### config.mk
export PLATFORM = sky130hd
export DESIGN_NAME = cps_b_gfxrom
export DESIGN_NICKNAME = d
export VERILOG_FILES = /design/src/rtl/cps_gfxrom_pkg.sv /design/src/rtl/cps_b_gfxrom_if.sv /design/src/rtl/gfxrom_line_cache.sv /design/src/rtl/cps_b_gfxrom.sv
export SDC_FILE = /design/constraint.sdc
export NUM_CORES = 1
export LEC_CHECK = 0
export BUFFER_PORTS_ARGS = -buffer_cell sky130_fd_sc_hd__clkbuf_2
export CORE_MARGIN = 1.5
export CORE_UTILIZATION = 54
export DETAILED_ROUTE_END_ITERATION = 12
export PLACE_DENSITY = 0.81
export SLEW_MARGIN = 10
export SYNTH_ARGS = -nofsm -noshare
export SYNTH_HDL_FRONTEND = slang
export SYNTH_SLANG_ARGS = --single-unit
### constraint.sdc
create_clock -name CLK -period 3.3 [get_ports CLK]
set_input_delay 0.66 -clock CLK [delete_from_list [all_inputs] [get_ports CLK]]
set_output_delay 0.66 -clock CLK [all_outputs]
set_load 0.02 [all_outputs]
### src/rtl/cps_gfxrom_pkg.sv
// Shared types and widths for the CPS-B graphics ROM fetch path.
package cps_gfxrom_pkg;

  localparam int unsigned ROMA_W  = 23;
  localparam int unsigned MEM_AW  = 24;
  localparam int unsigned MEM_DW  = 64;
  localparam int unsigned ROMD_W  = 32;
  localparam int unsigned LAYER_W = 3;

  typedef enum logic [1:0] {
    ST_IDLE  = 2'd0,
    ST_FETCH = 2'd1,
    ST_RESP  = 2'd2
  } gfx_state_e;

  typedef enum logic {
    HALF_LO = 1'b0,
    HALF_HI = 1'b1
  } half_sel_e;

  typedef struct packed {
    logic [ROMA_W-1:0] roma;
    half_sel_e         half;
  } gfx_req_t;

  // Word address in external memory; the sum wraps modulo 2^MEM_AW.
  function automatic logic [MEM_AW-1:0] rom_to_mem(input logic [MEM_AW-1:0] base,
                                                   input logic [ROMA_W-1:0] roma);
    return MEM_AW'(base + {1'b0, roma});
  endfunction

  function automatic logic [ROMD_W-1:0] pick_half(input logic [MEM_DW-1:0] word,
                                                  input half_sel_e     half);
    return (half == HALF_HI) ? word[MEM_DW-1:ROMD_W] : word[ROMD_W-1:0];
  endfunction

endpackage

### src/rtl/cps_b_gfxrom_if.sv
// External memory read bus between the tile fetcher and the memory controller.
interface cps_b_gfxrom_if;
  import cps_gfxrom_pkg::*;

  logic              req;
  logic [MEM_AW-1:0] addr;
  logic              ack;
  logic [MEM_DW-1:0] rdata;

  modport master (output req, output addr, input ack, input rdata);
  modport slave  (input req, input addr, output ack, output rdata);
endinterface

### src/rtl/gfxrom_line_cache.sv
// One-entry cache of the last fetched tile word; only built with GFXROM_CACHE_EN.
`ifdef GFXROM_CACHE_EN
module gfxrom_line_cache
  import cps_gfxrom_pkg::*;
(
  input  logic              clk_i,
  input  logic              rst_i,
  input  logic              fill_i,
  input  logic [ROMA_W-1:0] fill_roma_i,
  input  logic [MEM_DW-1:0] fill_data_i,
  input  logic [ROMA_W-1:0] look_roma_i,
  output logic              hit_c_o,
  output logic [MEM_DW-1:0] data_c_o
);

  logic              valid_q;
  logic [ROMA_W-1:0] tag_q;
  logic [MEM_DW-1:0] data_q;

  always_ff @(posedge clk_i) begin
    if (rst_i) begin
      valid_q <= 1'b0;
      tag_q   <= '0;
      data_q  <= '0;
    end else if (fill_i) begin
      valid_q <= 1'b1;
      tag_q   <= fill_roma_i;
      data_q  <= fill_data_i;
    end
  end

  assign hit_c_o  = valid_q && (tag_q == look_roma_i);
  assign data_c_o = data_q;

endmodule
`endif

### src/rtl/cps_b_gfxrom.sv
// CPS-B tile ROM fetcher: A-board requests -> 64-bit memory reads -> 32-bit pixel data.
// Optional one-entry line cache enabled by defining GFXROM_CACHE_EN.
module cps_b_gfxrom
  import cps_gfxrom_pkg::*;
#(
  parameter logic [MEM_AW-1:0] ROM_BASE = 24'h000000
) (
  input  logic               CLK,
  input  logic               RESET,
  input  logic [ROMA_W-1:0]  ROMA,
  input  logic               ROMA_STB,
  input  logic               HALF_SEL,
  output logic [ROMD_W-1:0]  ROMD,
  output logic               ROMD_VLD,
  output logic [LAYER_W-1:0] ROMD_LAYER,
  output logic               BUSY,
  output logic               OVERRUN,
  output logic               MEM_REQ,
  output logic [MEM_AW-1:0]  MEM_ADDR,
  input  logic               MEM_ACK,
  input  logic [MEM_DW-1:0]  MEM_DO
);

  gfx_state_e         state_q, state_d;
  gfx_req_t           cur_q, cur_d;
  gfx_req_t           pend_q, pend_d;
  logic               pend_vld_q, pend_vld_d;
  logic               mem_req_q, mem_req_d;
  logic [MEM_AW-1:0]  mem_addr_q, mem_addr_d;
  logic [ROMD_W-1:0]  romd_q, romd_d;
  logic               romd_vld_q, romd_vld_d;
  logic [LAYER_W-1:0] layer_q, layer_d;
  logic               busy_q, busy_d;
  logic               overrun_q, overrun_d;

  gfx_req_t           stb_req_c;
  gfx_req_t           start_req_c;
  logic               start_c;
  logic               fill_c;
  logic               hit_c;
  logic [MEM_DW-1:0]  hit_data_c;

  cps_b_gfxrom_if mem_bus ();

  assign mem_bus.req   = mem_req_q;
  assign mem_bus.addr  = mem_addr_q;
  assign mem_bus.ack   = MEM_ACK;
  assign mem_bus.rdata = MEM_DO;
  assign MEM_REQ       = mem_bus.req;
  assign MEM_ADDR      = mem_bus.addr;

  assign ROMD       = romd_q;
  assign ROMD_VLD   = romd_vld_q;
  assign ROMD_LAYER = layer_q;
  assign BUSY       = busy_q;
  assign OVERRUN    = overrun_q;

  // Acknowledges outside FETCH (including one for a fetch abandoned by reset) are dropped.
  assign fill_c = (state_q == ST_FETCH) && mem_bus.ack;

`ifdef GFXROM_CACHE_EN
  gfxrom_line_cache u_cache (
    .clk_i       (CLK),
    .rst_i       (RESET),
    .fill_i      (fill_c),
    .fill_roma_i (cur_q.roma),
    .fill_data_i (mem_bus.rdata),
    .look_roma_i (start_req_c.roma),
    .hit_c_o     (hit_c),
    .data_c_o    (hit_data_c)
  );
`else
  assign hit_c      = 1'b0;
  assign hit_data_c = '0;
`endif

  // Pick the request to launch this cycle: a waiting one always goes before a new strobe.
  always_comb begin
    stb_req_c.roma = ROMA;
    stb_req_c.half = half_sel_e'(HALF_SEL);
    start_c        = 1'b0;
    start_req_c    = pend_q;
    case (state_q)
      ST_IDLE: begin
        start_c = pend_vld_q | ROMA_STB;
        if (!pend_vld_q) start_req_c = stb_req_c;
      end
      ST_RESP: start_c = pend_vld_q;
      default: start_c = 1'b0;
    endcase
  end

  always_comb begin
    state_d    = state_q;
    cur_d      = cur_q;
    pend_d     = pend_q;
    pend_vld_d = pend_vld_q;
    mem_req_d  = mem_req_q;
    mem_addr_d = mem_addr_q;
    romd_d     = romd_q;
    romd_vld_d = 1'b0;
    layer_d    = layer_q;
    overrun_d  = overrun_q;

    case (state_q)
      ST_IDLE: begin
        if (pend_vld_q) begin
          pend_vld_d = ROMA_STB;
          if (ROMA_STB) pend_d = stb_req_c;
        end
      end
      ST_FETCH: begin
        if (ROMA_STB) begin
          pend_d     = stb_req_c;
          pend_vld_d = 1'b1;
          overrun_d  = overrun_q | pend_vld_q;
        end
        if (mem_bus.ack) begin
          mem_req_d  = 1'b0;
          romd_d     = pick_half(mem_bus.rdata, cur_q.half);
          romd_vld_d = 1'b1;
          layer_d    = cur_q.roma[ROMA_W-1 -: LAYER_W];
          state_d    = ST_RESP;
        end
      end
      ST_RESP: begin
        state_d    = ST_IDLE;
        pend_vld_d = ROMA_STB;
        if (ROMA_STB) pend_d = stb_req_c;
      end
      default: state_d = ST_IDLE;
    endcase

    if (start_c) begin
      cur_d = start_req_c;
      if (hit_c) begin
        state_d    = ST_RESP;
        romd_d     = pick_half(hit_data_c, start_req_c.half);
        romd_vld_d = 1'b1;
        layer_d    = start_req_c.roma[ROMA_W-1 -: LAYER_W];
      end else begin
        state_d    = ST_FETCH;
        mem_req_d  = 1'b1;
        mem_addr_d = rom_to_mem(ROM_BASE, start_req_c.roma);
      end
    end

    busy_d = (state_d != ST_IDLE) || pend_vld_d;
  end

  always_ff @(posedge CLK) begin
    if (RESET) begin
      state_q    <= ST_IDLE;
      cur_q      <= '0;
      pend_q     <= '0;
      pend_vld_q <= 1'b0;
      mem_req_q  <= 1'b0;
      mem_addr_q <= '0;
      romd_q     <= '0;
      romd_vld_q <= 1'b0;
      layer_q    <= '0;
      busy_q     <= 1'b0;
      overrun_q  <= 1'b0;
    end else begin
      state_q    <= state_d;
      cur_q      <= cur_d;
      pend_q     <= pend_d;
      pend_vld_q <= pend_vld_d;
      mem_req_q  <= mem_req_d;
      mem_addr_q <= mem_addr_d;
      romd_q     <= romd_d;
      romd_vld_q <= romd_vld_d;
      layer_q    <= layer_d;
      busy_q     <= busy_d;
      overrun_q  <= overrun_d;
    end
  end

endmodule

Yosys cells after proc, flatten, opt, wreduce, memory -nomap -nowiden --
Cells that the tools add are included.
Operators by class: add/subtract/negate cells 0, $mul 0, div/mod/pow operators 0, order comparisons 0, eq/ne operators 3, shift operators 0, multiplexer cells 17, bitwise gates (word level) 3, reductions and logical operators 12
Operator list (count):
- two-way mux 24 bit | 4
- case mux 24 bit (2 select lines) | 1
- two-way mux 32 bit | 1
- AND reduction 2 bit | 4
- nonzero test 2 bit | 4
- two-way mux 1 bit | 6
- two-way mux 2 bit | 2
- case mux 2 bit (2 select lines) | 1
- OR reduction 2 bit | 2
- case mux 1 bit (3 select lines) | 1
- == test 2 x 1 -> 1 bit (second input constant) | 1
- == test 2 bit (second input constant) | 1
- zero test 2 bit | 1
- inequality test 2 bit (second input constant) | 1
- bitwise OR 1 bit | 2
- case mux 1 bit (2 select lines) | 1
- logical OR 1 bit | 1
- inverter 1 bit | 1
Storage, ports and cells: register bits 90, latch bits 0, RAM bits 0, bits in read-only memories 0, output and inout port bits 63, memories kept 0

Logic depth before layout (Yosys ltp) --
Gate-level depths: netlist (run 1).
depth in word-level cells 5, depth in mapped cells 6, mapped depth without buffers 3

Least setup slack after synthesis (run 1) --
Ideal clock, no wire load.
path type input to register, start point input port RESET, end point register mem_addr_q[10] (netlist: MEM_ADDR[10]), setup time 0.140 ns, data arrival time 1.403 ns, path slack 1.757 ns, stages on the path 3, path buffers 2, path through buf_2 -> clkbuf_1 -> o32ai_2
RTL lines:
- start: declaration | RTL line cps_b_gfxrom.sv:9 | input logic RESET,
- end signal: assignment | RTL line cps_b_gfxrom.sv:170 | mem_addr_q <= mem_addr_d;
- end: declaration | RTL line cps_b_gfxrom.sv:29 | logic [MEM_AW-1:0] mem_addr_q, mem_addr_d;
No word-level cell between the ends.

==> results of run 1 <==
[report_power, final]
group          total [mW]  leakage (nW)  switching (mW)  internal (mW)
Combinational       0.574          1.16           0.352          0.222
Clock               0.742        0.0941           0.378          0.364
Sequential           1.24         0.736          0.0727           1.17
[logic make-up after synthesis]
family                 after synthesis
AOI/OAI and AO/OA                  141
and+or+nand+nor                    103
buffers and inverters               97
DFF                                 90
muxes                               32
other                                1
[metal layers]
layer  GRT usage (%)  up-vias  share of wire [%]
met1           25.98     1744                 39
met4           7.960        0                1.5
li1                -     1833                  -
met3           4.288       16                7.2
met2           43.78      137                 52
met5               0        -                  0
[sequential cells by signal (all words and copies together), names as in the netlist]
| register | cells |
|---|---|
| ROMD_VLD | 1 |
| MEM_ADDR | 23 |
| ROMD | 32 |
| pend_vld_q | 1 |
| cur_q | 1 |
| state_q | 2 |
| pend_q | 24 |
| BUSY | 1 |
| ROMD_LAYER | 3 |
| OVERRUN | 1 |
| MEM_REQ | 1 |
[cell usage after synthesis]
cell type / count
buf_4: 28
nand3b_1: 1
nor2b_1: 4
nor2_1: 60
or3_1: 1
a211oi_2: 30
a21boi_2: 1
nor2_2: 1
nor3_2: 1
o221ai_1: 24
mux2i_1: 32
and3b_1: 1
conb_1: 1
buf_6: 10
nor3_1: 1
nand3_1: 24
inv_1: 24
a21bo_2: 1
nand2_1: 7
buf_1: 2
o21ba_4: 1
o21ai_1: 26
a21oi_1: 30
buf_2: 23
o32ai_2: 20
clkbuf_1: 10
o32ai_1: 4
a211oi_1: 2
nand2b_1: 1
or2_1: 1
dfxtp_1: 90
o21bai_1: 1
a31oi_1: 1
[tightest hold or removal path: stages, from the launching register on]
cell     delay, ps
dfxtp_1        320
nand2_1         50
a21oi_1         50
[area by class of cell]
| cell class | count | area [um^2] |
|---|---|---|
| Clock inverter | 5 | 55.05 |
| Multi-Input combinational cell | 277 | 2079 |
| Sequential cell | 90 | 1804 |
| Timing Repair Buffer | 158 | 805.8 |
| Clock buffer | 10 | 137.6 |
| Inverter | 24 | 90.09 |
| Tap cell | 102 | 127.6 |
| Fill cell | 685 | 2748 |
[per-stage QoR]
| step | instances | utilization, % | hold slack, ps | setup slack, ps | power (mW) |
|---|---|---|---|---|---|
| 3_5_place_dp | 651 | 62.52 | 453.8 | 939.6 | 1.842 |
| 3_3_place_gp | 651 | 62.52 | 444.4 | 964.7 | 1.822 |
| 4_1_cts | 666 | 64.97 | 466.2 | 928.8 | 2.576 |
| 6_report | 666 | 64.99 | 461.8 | 1278 | 2.555 |
| 2_1_floorplan | 464 | - | 445.3 | 1757 | 1.722 |
| 5_1_grt | 666 | 64.99 | 481.2 | 1117 | 2.676 |
[final timing paths]
check                             start                    endpoint  slack, ps
min reg2reg  ROMD_LAYER[2]$_SDFFE_PP0P_  ROMD_LAYER[2]$_SDFFE_PP0P_        460
min          ROMD_LAYER[2]$_SDFFE_PP0P_  ROMD_LAYER[2]$_SDFFE_PP0P_        460
max reg2reg       pend_vld_q$_SDFF_PP0_    MEM_ADDR[2]$_SDFFE_PP0P_       1280
max                               RESET    MEM_ADDR[2]$_SDFFE_PP0P_       1280
==> metrics, run 1 <==
XOR/XNOR Fraction of Synth Area 0%; final WL 10,490 um; Iter 0 DRT Violations ~170; Leakage Power 1.992 nW; adder and majority gate portion of the synthesized area 0%; Distinct cells, synth 33; clock skew 10.28 ps; Yosys reg bits 90; Clock Root Buffer clkbuf_8; vias in the first global route 3,481; clk sinks 90; NumNets Final 652; HPWL Detailed 7199 um; CP endpoint kind flip-flop; Via-to-Cell Ratio 5.601; grt ovf 0; Final Cell Area 5100 um^2; Post-CTS Repair Setup Buffers 0; largest net degree at the start of global routing 55; fin crit period 2022 ps; slowest stage cell, crit path nor2_2; diode count 0; first-pass GRT wire length 16,200 um; most common cell after layout, fill and taps aside clkbuf_2; Critical Path RT 3560 ps; CP Class in2reg; VDD IR max 0.0003298 V; DRC viols 0; Worst setup SP type primary input; Crit. path cell count 4; total core area 7848 um^2; Post-CTS Hold Buffers 0; I/O pin count 155; synth top area cells dfxtp_1 (41%), a211oi_2 (8.4%), o32ai_2 (7.3%), mux2i_1 (7.2%), nor2_1 (5.1%); Routed WL per cell 15.75 um; WHS Path Cells 2; sum of buffers and inverters on the critical path 1; Std-Cell Rows 32; main combinational cell family by area after synthesis compound AO/OA/AOI/OAI gates; first-pass detailed-route iteration total 4; setup TNS 0 ps; Cell Area, Placed 4906 um^2; part of the cycle the worst path needs 61.26%; Seq/Total Area, Yosys about 40%; Skew-Pair Late Insertion Delay 350 ps; Initial Util between 50% and 60%; GRT Total Usage 23.25%; antenna violations before repair 0; Synth Area in Simple Gates 10.19%; top cell type's share of synthesized area 40.54%; final setup fails 0; Max-Cap Viols 0; crit-path max FO 38; clock slew at reported path FFs ~90 ps; Post-Syn Area 4444 um^2; Final Max Tran Viols 0; Synth Area in Compound Gates around 29%; Max clock buf depth 2; chip width roughly 94 um; layout cells sized above 1 ~41%; RSZ-0062 raised after global routing no; Achievable Freq 494.7 MHz; CTS Buf Count 9; mux contribution to synthesized area approximately 7%; synthesized area per cell 9.578 um^2; cell taking the most area after synthesis dfxtp_1; CP cell instances buf_4 -> nor2_2 -> o221ai_1 -> o32ai_2; Relative slew margins a little over a fifth; via count 3,730; Pwr per Cell Area 501.1 nW/um^2; antenna-violating nets left 0; port buffer count 153; CTS tree yes; CP max stage delay 830 ps; Yosys warnings 0; status completed; Post-Synthesis Cells about 460; CTS resizes 0; die area around 8800 um^2; final hold vios 0; most frequent cells in the layout clkbuf_2 (152), dfxtp_1 (88), nor2_1 (60); Least-Margin Pin Slew between 1000 and 1500 ps; type of the most critical hold path reg2reg; CTS HTree Levels 3; Arr. time, crit path 2280 ps; die height 93.72 um; CP top delay family simple AND/OR/NAND/NOR gates; R2R depth 4; GP Congestion 0.7846; Net Count, Synth 556; Area Overhead vs Synth 14.75%
Power figures use the tool's default switching activity.
==> run 2, diff against run 1 <==
--- a/config.mk
+++ b/config.mk
@@ -5,11 +5,12 @@
 export SDC_FILE = /design/constraint.sdc
 export NUM_CORES = 1
 export LEC_CHECK = 0
+export ABC_AREA = 1
 export BUFFER_PORTS_ARGS = -buffer_cell sky130_fd_sc_hd__clkbuf_2
 export CORE_MARGIN = 1.5
-export CORE_UTILIZATION = 54
+export CORE_UTILIZATION = 45
 export DETAILED_ROUTE_END_ITERATION = 12
-export PLACE_DENSITY = 0.81
+export PLACE_DENSITY = 0.72
 export SLEW_MARGIN = 10
 export SYNTH_ARGS = -nofsm -noshare
 export SYNTH_HDL_FRONTEND = slang
==> constraint.sdc (replaced) <==
create_clock -name CLK -period 1.7 [get_ports CLK]
set_input_delay 0.34 -clock CLK [delete_from_list [all_inputs] [get_ports CLK]]
set_output_delay 0.34 -clock CLK [all_outputs]
set_load 0.02 [all_outputs]
==> metrics, run 2 <==
Skew-Pair Late Insertion Delay 350 ps (about the same); setup TNS 0 ps (unchanged); XOR/XNOR Fraction of Synth Area 0% (unchanged); Net Count, Synth 792 (was 556); main combinational cell family by area after synthesis simple AND/OR/NAND/NOR gates (was compound AO/OA/AOI/OAI gates); Post-Syn Area 4474 um^2 (was 4444 um^2); grt ovf 0 (unchanged); Clock Root Buffer clkbuf_8 (unchanged); GRT Total Usage 19.55% (was 23.25%); Cell Area, Placed 5130 um^2 (was 4906 um^2); clk sinks 90 (unchanged); fin crit period 1338 ps; most frequent cells in the layout nand2_1 (223), clkbuf_2 (153), nor2_1 (103) (was clkbuf_2 (152), dfxtp_1 (88), nor2_1 (60)); top cell type's share of synthesized area 40.27% (was 40.54%); Seq/Total Area, Yosys 40.27% (was 40.54%); Yosys reg bits 90 (unchanged); part of the cycle the worst path needs 78.71%; Final Max Tran Viols 0 (unchanged); cell taking the most area after synthesis dfxtp_1 (unchanged); Max-Cap Viols 0 (unchanged); NumNets Final 902 (was 652); RSZ-0062 raised after global routing no (unchanged); mux contribution to synthesized area 0% (was 7.207%); final setup fails 0 (unchanged); post-layout util 55.20% (was 64.99%); Synth Area in Simple Gates 33.81% (was 10.19%); Post-Synthesis Cells 700 (was 464); layout cells sized above 1 25.68% (was 41.13%); first-pass GRT wire length 16,400 um (was 16,200 um); diode count 0 (unchanged); top cells by count, synth nand2_1 (224), nor2_1 (103), dfxtp_1 (90), inv_1 (77), a21oi_1 (51) (was dfxtp_1 (90), nor2_1 (60), mux2i_1 (32), a211oi_2 (30), a21oi_1 (30)); final WL 9886 um (was 10,490 um); total core area 9729 um^2 (was 7848 um^2); Max clock buf depth 2 (unchanged); setup slack at placement 356.2 ps (was 939.6 ps); CTS HTree Levels 3 (unchanged); number of flip-flops in the largest register 32 (unchanged); Worst R2R End MEM_ADDR[2]$_SDFFE_PP0P_ (unchanged); crit-path max FO 32 (was 38); via count 4,248 (was 3,730); Pwr per Cell Area 1024 nW/um^2 (was 501.1 nW/um^2); worst setup slack after layout 362.0 ps (was 1278 ps); type of the most critical hold path in2reg (was reg2reg); GP Congestion 0.7707 (was 0.7846); Initial Util 45.99% (was 56.63%); Arr. time, crit path 1590 ps (was 2280 ps); synthesized area per cell 6.392 um^2 (was 9.578 um^2); Routed WL per cell 10.44 um (was 15.75 um); Post-CTS Repair Setup Buffers 0 (unchanged); CTS resizes 0 (unchanged); R2R Setup Slk 360 ps (was 1280 ps); Worst Setup SP state_q[1]$_SDFF_PP0_ (was RESET); Area Overhead vs Synth 20.02% (was 14.75%); Distinct cells, synth 18 (was 33); first-pass detailed-route iteration total 4 (unchanged); clock slew at reported path FFs 90 ps (about the same); adder and majority gate portion of the synthesized area 0% (unchanged); crit path to MEM_ADDR[2]$_SDFFE_PP0P_ (unchanged); antenna-violating nets left 0 (unchanged); Leakage Power 2.969 nW (was 1.992 nW); count leader, synth nand2_1 (was dfxtp_1); DRC viols 0 (unchanged); port buffer count 153 (unchanged); Final Cell Area 5370 um^2 (was 5100 um^2); Synth Area in Compound Gates 9.760% (was 29.08%); Post-CTS Hold Buffers 0 (unchanged); antenna violations before repair 0 (unchanged); most common cell after layout, fill and taps aside nand2_1 (was clkbuf_2); vias in the first global route 3,789 (was 3,481); largest net degree at the start of global routing 73 (was 55); final hold vios 0 (unchanged); VDD IR max 0.0005410 V (was 0.0003298 V); Achievable Freq between 700 and 800 MHz; status completed (unchanged); Via-to-Cell Ratio 4.486 (was 5.601); chip width 102.7 um (was 93.72 um); FF-to-FF Start state_q[1]$_SDFF_PP0_ (was pend_vld_q$_SDFF_PP0_); number of flops mapped to enable cells by yosys 0 (unchanged); Std-Cell Rows 36 (was 32); asr flop ratio synth 0% (unchanged); CP Class reg2reg (was in2reg); die area 10,550 um^2 (was 8783 um^2); die height 102.7 um (was 93.72 um); Iter 0 DRT Violations 91 (was 165); R2R depth 8 (was 4); Yosys warnings 0 (unchanged); CP endpoint kind flip-flop (unchanged); HPWL Detailed 6987 um (was 7199 um); I/O pin count 155 (unchanged); CTS Buf Count 9 (unchanged); clock skew 9.091 ps (was 10.28 ps); Critical Path RT 1950 ps (was 3560 ps); synth top area cells dfxtp_1 (40%), nand2_1 (19%), nor2_1 (8.6%), inv_1 (6.5%), a21oi_1 (5.7%) (was dfxtp_1 (41%), a211oi_2 (8.4%), o32ai_2 (7.3%), mux2i_1 (7.2%), nor2_1 (5.1%)); Worst setup SP type flip-flop (was primary input); most frequently used flop master after synthesis dfxtp_1 (unchanged); CTS tree yes (unchanged)
==> run 2: layout make-up <==
cell class	instances	area, um^2
Clock buffer	10	137.6
Clock inverter	5	102.6
Fill cell	1009	4359
Inverter	80	300.3
Multi-Input combinational cell	464	1956
Sequential cell	90	1802
Tap cell	133	166.4
Timing Repair Buffer	165	905.9
==> run 2: logic make-up after synthesis <==
family,after synthesis
AOI/OAI and AO/OA,87
buffers and inverters,146
DFF,90
other,1
and+or+nand+nor,376
==> run 2: metrics by stage <==
stage | power, mW | hold WS (ps) | instances
finish | 5.498 | 272.2 | 947
global route | 5.861 | 280.8 | 947
CTS | 5.574 | 248.0 | 947
detailed placement | 3.805 | 463.3 | 932
global placement | 3.776 | 459.5 | 932
floorplan | 3.508 | 409.1 | 700
==> run 2: worst min path at each step <==
stage | startpoint | endpoint | cells past startpoint
finish | RESET | pend_vld_q$_SDFF_PP0_ | 2
detailed placement | MEM_REQ$_SDFFE_PP0P_ | MEM_REQ$_SDFFE_PP0P_ | 2
CTS | RESET | MEM_REQ$_SDFFE_PP0P_ | 2
global route | RESET | MEM_REQ$_SDFFE_PP0P_ | 2
global placement | MEM_REQ$_SDFFE_PP0P_ | MEM_REQ$_SDFFE_PP0P_ | 2
floorplan | RESET | MEM_REQ$_SDFFE_PP0P_ | 1
==> run 2: report_power, final <==
group | internal (mW) | total [mW] | switching [mW]
Combinational | 0.487 | 1.32 | 0.837
Clock | 1.01 | 1.75 | 0.744
Sequential | 2.32 | 2.42 | 0.108
Total | 3.81 | 5.50 | 1.69
==> run 2: worst max-delay path: stages (launching register included) <==
cell,delay [ps]
dfxtp_1,400
inv_2,60
nand2_1,90
nand2_1,90
nand2_2,80
buf_4,300
nand2_1,90
nand2_1,60
nor2_1,40
==> run 2: metal layers <==
| metal | part of all wire, % | vias up | GRT usage, % |
|---|---|---|---|
| li1 | - | 2296 | - |
| met3 | 5.8 | 11 | 3.729 |
| met2 | 46 | 126 | 33.42 |
| met4 | 1.8 | 0 | 9.378 |
| met5 | 0 | - | 0 |
| met1 | 46 | 1815 | 23.67 |
